===== src/rtl/pe_requant_lanes_if.sv =====
// pe_requant_lanes_if: stream bus for the requant lanes block.
// Input beats of lane MACC results in; assembled output vectors out.
//   i_data/i_valid/i_ready : MACC beat handshake (slave receives)
//   o_data/o_valid/o_ready : output vector handshake (slave sends)
interface pe_requant_lanes_if #(
  parameter int NUM_LANES   = 2,
  parameter int OUT_CHANNEL = 8,
  parameter int MACC_WIDTH  = 21,
  parameter int OW          = 16
);
  logic [MACC_WIDTH*NUM_LANES-1:0] i_data;
  logic                            i_valid;
  logic                            i_ready;
  logic [OW*OUT_CHANNEL-1:0]       o_data;
  logic                            o_valid;
  logic                            o_ready;

  modport master (
    output i_data, i_valid, o_ready,
    input  i_ready, o_data, o_valid
  );

  modport slave (
    input  i_data, i_valid, o_ready,
    output i_ready, o_data, o_valid
  );
endinterface


===== src/rtl/pe_requant_lanes.sv =====
// pe_requant_lanes: per-lane MACC requantisation with vector assembly.
// Ports: clk, rst (async high), bus (slave modport of the stream
//   interface), weight_wr_data/addr/en (bias, coeff, layer_scale regs).
// Relu mode: 2 pipeline stages, 8-bit channels clamped to [0,127].
// Dequant mode: 3 pipeline stages, 16-bit channels.
module pe_requant_lanes #(
  parameter int          NUM_LANES      = 2,
  parameter int          OUT_CHANNEL    = 8,
  parameter int          MACC_WIDTH     = 21,
  parameter              OUTPUT_MODE    = "dequant",
  parameter int unsigned BIAS_BASE_ADDR = 0
) (
  input  logic                 clk,
  input  logic                 rst,
  pe_requant_lanes_if.slave    bus,
  input  logic [15:0]          weight_wr_data,
  input  logic [31:0]          weight_wr_addr,
  input  logic                 weight_wr_en
);
  localparam bit DQ = (OUTPUT_MODE == "dequant");
  localparam int OW = DQ ? 16 : 8;
  localparam int NL = NUM_LANES;
  localparam int OC = OUT_CHANNEL;
  localparam int MW = MACC_WIDTH;
  localparam int G  = (OC + NL - 1) / NL;
  localparam int GW = (G > 1) ? $clog2(G) : 1;
  localparam int PW = MW + 16;
  localparam int SW = ((PW > 24) ? PW : 24) + 1;
  localparam logic [31:0] COEFF_ADDR =
    32'(BIAS_BASE_ADDR + OC);

  logic stall;
  logic acc;

  logic signed [15:0] bias [OC];
  logic signed [15:0] coeff;

  logic [GW-1:0] grp;

  logic                 s1_vld;
  logic [GW-1:0]        s1_grp;
  logic signed [PW-1:0] s1_prod [NL];
  logic signed [15:0]   s1_bias [NL];

  logic signed [PW-1:0] prod_c [NL];
  logic signed [15:0]   bias_c [NL];
  logic signed [SW-1:0] sum_c  [NL];

  logic          fin_vld;
  logic [GW-1:0] fin_grp;
  logic [OW-1:0] fin_val [NL];
  logic          fin_last;

  logic [OW*OC-1:0] vbuf;
  logic [OW*OC-1:0] vbuf_nxt;
  logic [OW*OC-1:0] o_data_q;
  logic             o_valid_q;

  assign stall       = o_valid_q && !bus.o_ready;
  assign acc         = bus.i_valid && !stall;
  assign bus.i_ready = !stall;
  assign bus.o_valid = o_valid_q;
  assign bus.o_data  = o_data_q;

  always_ff @(posedge clk or posedge rst) begin
    if (rst) begin
      coeff <= '0;
      for (int c = 0; c < OC; c++)
        bias[c] <= '0;
    end else if (weight_wr_en) begin
      if (weight_wr_addr == COEFF_ADDR)
        coeff <= weight_wr_data;
      for (int c = 0; c < OC; c++)
        if (weight_wr_addr == 32'(BIAS_BASE_ADDR + c))
          bias[c] <= weight_wr_data;
    end
  end

  // Lane l of group k serves channel k*NL+l; out-of-range
  // lanes get a zero bias and are never written to the buffer.
  always_comb begin
    for (int l = 0; l < NL; l++) begin
      prod_c[l] = PW'($signed(bus.i_data[l*MW +: MW]))
                * PW'(coeff);
      bias_c[l] = '0;
    end
    for (int c = 0; c < OC; c++)
      if (grp == GW'(c / NL))
        bias_c[c % NL] = bias[c];
  end

  always_ff @(posedge clk or posedge rst) begin
    if (rst) begin
      grp    <= '0;
      s1_vld <= 1'b0;
      s1_grp <= '0;
      for (int l = 0; l < NL; l++) begin
        s1_prod[l] <= '0;
        s1_bias[l] <= '0;
      end
    end else if (!stall) begin
      s1_vld <= acc;
      if (acc) begin
        s1_grp <= grp;
        for (int l = 0; l < NL; l++) begin
          s1_prod[l] <= prod_c[l];
          s1_bias[l] <= bias_c[l];
        end
        grp <= (grp == GW'(G - 1)) ? '0 : grp + GW'(1);
      end
    end
  end

  always_comb begin
    for (int l = 0; l < NL; l++)
      sum_c[l] = SW'(s1_prod[l])
               + SW'($signed({s1_bias[l], 8'h00}));
  end

  if (DQ) begin : g_dq
    localparam logic [31:0] LS_ADDR = COEFF_ADDR + 32'd1;
    localparam logic signed [SW-1:0] CLO =
      SW'(-64'sd8388608);
    localparam logic signed [SW-1:0] CHI =
      SW'(64'sd8323072);

    logic signed [15:0] lscale;
    logic               s2_vld;
    logic               s3_vld;
    logic [GW-1:0]      s2_grp;
    logic [GW-1:0]      s3_grp;
    logic signed [23:0] clp_c  [NL];
    logic signed [23:0] s2_clp [NL];
    logic signed [39:0] s3_d   [NL];

    always_ff @(posedge clk or posedge rst) begin
      if (rst)
        lscale <= '0;
      else if (weight_wr_en && weight_wr_addr == LS_ADDR)
        lscale <= weight_wr_data;
    end

    // Clamp to [-128, 127] in Q16 so the 24-bit
    // product input always holds the value.
    always_comb begin
      for (int l = 0; l < NL; l++) begin
        if (sum_c[l] < CLO)
          clp_c[l] = CLO[23:0];
        else if (sum_c[l] > CHI)
          clp_c[l] = CHI[23:0];
        else
          clp_c[l] = sum_c[l][23:0];
      end
    end

    always_ff @(posedge clk or posedge rst) begin
      if (rst) begin
        s2_vld <= 1'b0;
        s3_vld <= 1'b0;
        s2_grp <= '0;
        s3_grp <= '0;
        for (int l = 0; l < NL; l++) begin
          s2_clp[l] <= '0;
          s3_d[l]   <= '0;
        end
      end else if (!stall) begin
        s2_vld <= s1_vld;
        s2_grp <= s1_grp;
        s3_vld <= s2_vld;
        s3_grp <= s2_grp;
        for (int l = 0; l < NL; l++) begin
          s2_clp[l] <= clp_c[l];
          s3_d[l]   <= 40'(s2_clp[l]) * 40'(lscale);
        end
      end
    end

    assign fin_vld = s3_vld;
    assign fin_grp = s3_grp;

    always_comb begin
      for (int l = 0; l < NL; l++)
        fin_val[l] = OW'((s3_d[l] + 40'sd8388608) >>> 24);
    end
  end else begin : g_relu
    localparam int RW = SW + 1;

    logic               s2_vld;
    logic [GW-1:0]      s2_grp;
    logic signed [RW-1:0] sh_c [NL];
    logic [7:0]         r_c  [NL];
    logic [7:0]         s2_r [NL];

    always_comb begin
      for (int l = 0; l < NL; l++) begin
        sh_c[l] = (RW'(sum_c[l]) + RW'(32768)) >>> 16;
        if (sh_c[l][RW-1])
          r_c[l] = 8'd0;
        else if (sh_c[l] > RW'(127))
          r_c[l] = 8'd127;
        else
          r_c[l] = sh_c[l][7:0];
      end
    end

    always_ff @(posedge clk or posedge rst) begin
      if (rst) begin
        s2_vld <= 1'b0;
        s2_grp <= '0;
        for (int l = 0; l < NL; l++)
          s2_r[l] <= '0;
      end else if (!stall) begin
        s2_vld <= s1_vld;
        s2_grp <= s1_grp;
        for (int l = 0; l < NL; l++)
          s2_r[l] <= r_c[l];
      end
    end

    assign fin_vld = s2_vld;
    assign fin_grp = s2_grp;

    always_comb begin
      for (int l = 0; l < NL; l++)
        fin_val[l] = s2_r[l];
    end
  end

  always_comb begin
    vbuf_nxt = vbuf;
    for (int c = 0; c < OC; c++)
      if (fin_vld && fin_grp == GW'(c / NL))
        vbuf_nxt[c*OW +: OW] = fin_val[c % NL];
  end

  assign fin_last = fin_vld && (fin_grp == GW'(G - 1));

  // A new final group during a handshake re-arms
  // o_valid in the same cycle, so no bubble appears.
  always_ff @(posedge clk or posedge rst) begin
    if (rst) begin
      vbuf      <= '0;
      o_data_q  <= '0;
      o_valid_q <= 1'b0;
    end else if (!stall) begin
      if (fin_vld)
        vbuf <= vbuf_nxt;
      if (fin_last) begin
        o_data_q  <= vbuf_nxt;
        o_valid_q <= 1'b1;
      end else if (o_valid_q) begin
        o_valid_q <= 1'b0;
      end
    end
  end
endmodule


===== src/flat_wrapper.sv =====
// flat-port wrapper written by rule: the top's interface ports become plain ports
module pe_requant_lanes_flat 
#(
  parameter int          NUM_LANES      = 2,
  parameter int          OUT_CHANNEL    = 8,
  parameter int          MACC_WIDTH     = 21,
  parameter              OUTPUT_MODE    = "       ",
  parameter int unsigned BIAS_BASE_ADDR = 0
)
  (clk, rst, weight_wr_data, weight_wr_addr, weight_wr_en, bus_i_data, bus_i_valid, bus_o_ready, bus_i_ready, bus_o_data, bus_o_valid);
  pe_requant_lanes_if #(.NUM_LANES(NUM_LANES), .OUT_CHANNEL(OUT_CHANNEL), .MACC_WIDTH(MACC_WIDTH), .OW(8)) bus_i ();
  input  logic clk;
  input  logic rst;
  input  logic [15:0] weight_wr_data;
  input  logic [31:0] weight_wr_addr;
  input  logic weight_wr_en;
  input wire logic [$bits(bus_i.i_data)-1:0] bus_i_data;
  input wire logic [$bits(bus_i.i_valid)-1:0] bus_i_valid;
  input wire logic [$bits(bus_i.o_ready)-1:0] bus_o_ready;
  output wire logic [$bits(bus_i.i_ready)-1:0] bus_i_ready;
  output wire logic [$bits(bus_i.o_data)-1:0] bus_o_data;
  output wire logic [$bits(bus_i.o_valid)-1:0] bus_o_valid;
  assign bus_i.i_data = bus_i_data;
  assign bus_i.i_valid = bus_i_valid;
  assign bus_i.o_ready = bus_o_ready;
  assign bus_i_ready = bus_i.i_ready;
  assign bus_o_data = bus_i.o_data;
  assign bus_o_valid = bus_i.o_valid;
  pe_requant_lanes #(.NUM_LANES(NUM_LANES), .OUT_CHANNEL(OUT_CHANNEL), .MACC_WIDTH(MACC_WIDTH), .OUTPUT_MODE(OUTPUT_MODE), .BIAS_BASE_ADDR(BIAS_BASE_ADDR)) u_core (.clk(clk), .rst(rst), .bus(bus_i), .weight_wr_data(weight_wr_data), .weight_wr_addr(weight_wr_addr), .weight_wr_en(weight_wr_en));
endmodule

===== config.mk =====
export PLATFORM = sky130hd
export DESIGN_NAME = pe_requant_lanes_flat
export DESIGN_NICKNAME = d
export VERILOG_FILES = /design/src/rtl/pe_requant_lanes_if.sv /design/src/rtl/pe_requant_lanes.sv /design/src/flat_wrapper.sv
export SDC_FILE = /design/constraint.sdc
export NUM_CORES = 2
export LEC_CHECK = 0
export BUFFER_PORTS_ARGS = -buffer_cell sky130_fd_sc_hd__buf_2
export CAP_MARGIN = 5
export CORE_ASPECT_RATIO = 1.4
export CORE_UTILIZATION = 50
export CTS_CLUSTER_DIAMETER = 80
export CTS_CLUSTER_SIZE = 30
export DETAILED_ROUTE_END_ITERATION = 8
export GPL_ROUTABILITY_DRIVEN = 0
export PLACE_DENSITY = 0.74
export SLEW_MARGIN = 5
export SYNTH_ARGS = -nofsm -noshare
export SYNTH_HDL_FRONTEND = slang
export SYNTH_SLANG_ARGS = --single-unit

===== constraint.sdc =====
create_clock -name clk -period 15.3 [get_ports clk]
set_clock_uncertainty 0.2 [all_clocks]
set_input_delay 2.295 -clock clk [delete_from_list [all_inputs] [get_ports clk]]
set_output_delay 2.295 -clock clk [all_outputs]
set_load 0.005 [all_outputs]

==> metrics.md <==
| Metric | Value |
|---|---|
| Status | complete, no violations |
| WS Path Type | in2reg |
| Max Root-Sink Buffers | 3 |
| Final core occ | 53.3% |
| Clk sinks | 371 |
| Mapped Avg Cell Area | 9.52 sq um |
| Filler-free cell count of the finished design | 5499 |
| Most common flop cell mapped by yosys | dfrtp_1 |
| Detail Route Antenna Nets | 0 |
| Hold Path Class | reg2reg |
| Crit end category | flip-flop |
| Net Switching | 1.07 mW |
| RSZ-0062 raised after global routing | false |
| Max FO, Critical Path | 16 |
| Dominant cell type by area after synthesis | fa_1 |
| Vias in the first global route | 32300 |
| Clock share of power | 22.6% |
| Setup_tns | 0 ns |
| Post-cts resize count | 0 |
| Slew margin rel. | 27.2% |
| PwrDens | 64.6 mW/mm^2 |
| Die ar. | 0.0848 sq mm |
| Vias/cell | 5.40 |
| Net count after synthesis | 5442 |
| Initial core utilization | 50.4% |
| Gr usage total | 24.6% |
| Row Count | 125 |
| FILL cells | 7488 |
| Total core area | 0.0829 sq mm |
| Area Growth Syn to Fin | 5.78% |
| GRT overflow | 0 |
| Post-synth ARST share | 100% |
| Max Fclk | 120 MHz |
| EDFF count, synth | 0 |
| Max-slew violation total from the final report | 0 |
| I/O Buffers | 160 |
| # DRC | 0 |
| Worst Path Arrival | 8.58 ns |
| DIE WIDTH | 246 um |
| Top-area cell type share of the netlist area | 31.7% |
| # setup viols final | 0 |
| Height of the die | 344 um |
| Peak VDD IR | 141 uV |
| Postcts setup bufs | 0 |
| Seq pwr share | 45.3% |
| Max H-tree Level | 1 |
| Worst slew pin tran | 1.09 ns |
| Routed vias | 29700 |
| Overall power | 2.86 mW |
| Mapped Cells | 4391 |
| Clock Latency Late Sink | 0.57 ns |
| Pint | 1.78 mW |
| Synthesized cell area | 0.0418 sq mm |
| TritonCTS clock tree | built |
| Nets@finish | 5460 |
| Hold Buf Count CTS | 0 |
| Final hold violation count | 0 |
| Initial antenna violation count | 4 |
| Total CTS buffers | 20 |
| Synth warn | 0 |
| Largest net degree at the start of global routing | 93 |
| Max-cap viol count | 0 |
| First-pass GRT wire length | 166000 um |
| Starting DRT DRC Count | 1796 |
| Pleak | 23.1 nW |
| Post-route minimum period | 8.31 ns |
| Top cells by area, synth | fa_1 32%, dfrtp_1 22%, ha_1 8.8%, inv_1 6.9%, nand2_1 6.8% |
| Drt wl/cell | 18.1 um |
| Required @ worst endpoint | 15.57 ns |
| Inst Count DP | 5466 |
| Clk root buf | clkbuf_16 |
| Tcrit/Tclk final | 54.3% |
| Combinational Power Share | 32.0% |
| Post-synth cell types | 77 |
| Post-DP HPWL | 76600 um |
| FF+latch count, synth | 371 |
| Placed inst area | 0.0435 sq mm |
| Switching Fraction | 37.6% |
| Worst-path clk slew | 0.08 ns |
| # IOs | 161 |
| Share of layout cells above drive strength 1 | 9.91% |
| Sequential area share after synthesis | 22.2% |
| WL final | 99600 um |
| DR pass1 iterations | 5 |
| CP Launch Type | input pin |
| Post-route cell area | 0.0442 sq mm |
synth_stat cells, types with 3 or more instances:
master	instances
nand3b_1	4
nor2_1	190
and2_1	262
and3_1	5
a21o_1	26
nor3_1	24
buf_1	10
o41ai_1	5
o21bai_1	10
nand3_1	15
xor2_1	36
nor2b_1	13
and4_1	5
a31o_2	3
clkbuf_1	186
nor4_1	11
nand2_1	753
o211ai_1	3
or4_1	3
dfrtp_1	371
o31ai_1	17
ha_1	294
a211oi_1	28
mux2i_1	5
a31oi_1	9
a21oi_1	171
or3_1	10
o31a_1	3
mux2_2	192
xnor2_1	54
nand4_1	16
a211o_1	4
and3b_1	3
o21a_1	14
o311ai_0	4
a221oi_1	4
a311oi_1	3
a21boi_0	4
o2111ai_1	3
fa_1	662
o21ai_0	125
nand2b_1	19
inv_1	768
cells by family (layout without fill, tap and decap cells):
logic type	count (synthesis)	count (layout)	share of synthesized area, %
flip-flops	371	371	22.2
AND/OR/NAND/NOR	1347	1347	14.6
XOR/XNOR	90	90	1.89
AO/OA/AOI/OAI	466	466	6.87
other	0	2	0
multiplexers	197	197	5.29
adder cells (fa/ha/maj)	956	956	40.5
buffers and inverters	964	991	8.66
power groups by stage:
stage,Clock [mW],Combinational [mW],Sequential [mW]
6_report,0.646,0.916,1.30
5_1_grt,0.696,1.03,1.32
4_1_cts,0.666,0.919,1.29
3_5_place_dp,0,0.912,1.31
3_3_place_gp,0,0.890,1.31
2_1_floorplan,0,0.636,1.26
through the flow:
stage               hold slack, ns  setup WS [ns]
CTS                          0.272           7.02
floorplan                    0.233           2.50
global route                 0.290           6.60
global placement             0.241           6.44
detailed placement           0.247           6.40
finish                       0.269           6.99
layout by cell type, fill, tap and decap left out, types with 10 or more instances in the layout:
master / n
xnor2_1: 54
nor2_1: 189
xor2_1: 36
a21oi_1: 171
nand2_1: 752
nor3_1: 23
nand3_1: 15
clkbuf_16: 21
o21a_1: 14
nand4_1: 16
or3_1: 10
mux2_2: 192
buf_2: 160
o31ai_1: 17
ha_1: 291
a211oi_1: 28
and2_1: 262
fa_1: 662
nor2b_1: 13
o21ai_0: 125
dfrtp_1: 371
buf_4: 32
o21bai_1: 10
inv_1: 767
nor4_1: 11
a21o_1: 26
nand2b_1: 18
worst paths after layout:
check                            startpoint               endpoint  slack (ns)  cells past startpoint
max                          bus_i_data[18]     u_core.s1_prod[73]        6.99                     23
min                         u_core.vbuf[36]  u_core.bus.o_data[36]        0.27                      2
max reg2reg                u_core.coeff[15]     u_core.s1_prod[73]        8.02                     22
min reg2reg                 u_core.vbuf[36]  u_core.bus.o_data[36]        0.27                      2
max in group asynchronous               rst        u_core.coeff[5]       10.87                      4
min in group asynchronous               rst        u_core.vbuf[33]        1.61                      2
critical path, cell delays in order:
cell,delay (ns)
buf_2,0.31
nand2_1,0.14
fa_1,0.54
inv_1,0.06
fa_1,0.53
inv_1,0.05
fa_1,0.50
inv_1,0.05
fa_1,0.51
fa_1,0.49
inv_1,0.05
fa_1,0.47
inv_1,0.04
ha_1,0.32
and4_1,0.25
a21oi_1,0.15
o211ai_1,0.17
a22o_1,0.30
o2111ai_1,0.29
a21o_1,0.24
a211oi_1,0.13
or4_1,0.52
a31oi_1,0.16
cell type report:
class	count	area [sq um]	share of cell area, %
antenna	2	5.00	0.0113
clock buffer	23	543	1.23
clock inverter	8	166	0.376
inverter	768	2890	6.54
multi-input combinational	3056	28900	65.4
sequential	371	9280	21.0
tap	1079	1350	3.05
timing repair buffer	192	1040	2.36
per-layer routing:
| layer | global-route usage (%) | wire, um | vias to the layer above |
|---|---|---|---|
| met5 | 0 | 0 | - |
| met2 | 44.2 | 50500 | 770 |
| met4 | 10.6 | 4470 | 0 |
| li1 | - | - | 13600 |
| met3 | 2.26 | 4270 | 242 |
| met1 | 30.2 | 40300 | 15100 |
state kept, by name (all words and copies together) (netlist names):
signal and flops:
u_core.s1_grp 2, u_core.s1_vld 1, u_core.bias 128, u_core.grp 2
u_core.s1_bias 32, u_core.vbuf 48, u_core.fin_vld 1, u_core.bus.o_valid 1
u_core.s1_prod 58, u_core.fin_grp 2, u_core.coeff 16, u_core.bus.o_data 64
u_core.fin_val 16
No activity file was read; power rests on OpenSTA's default activity.
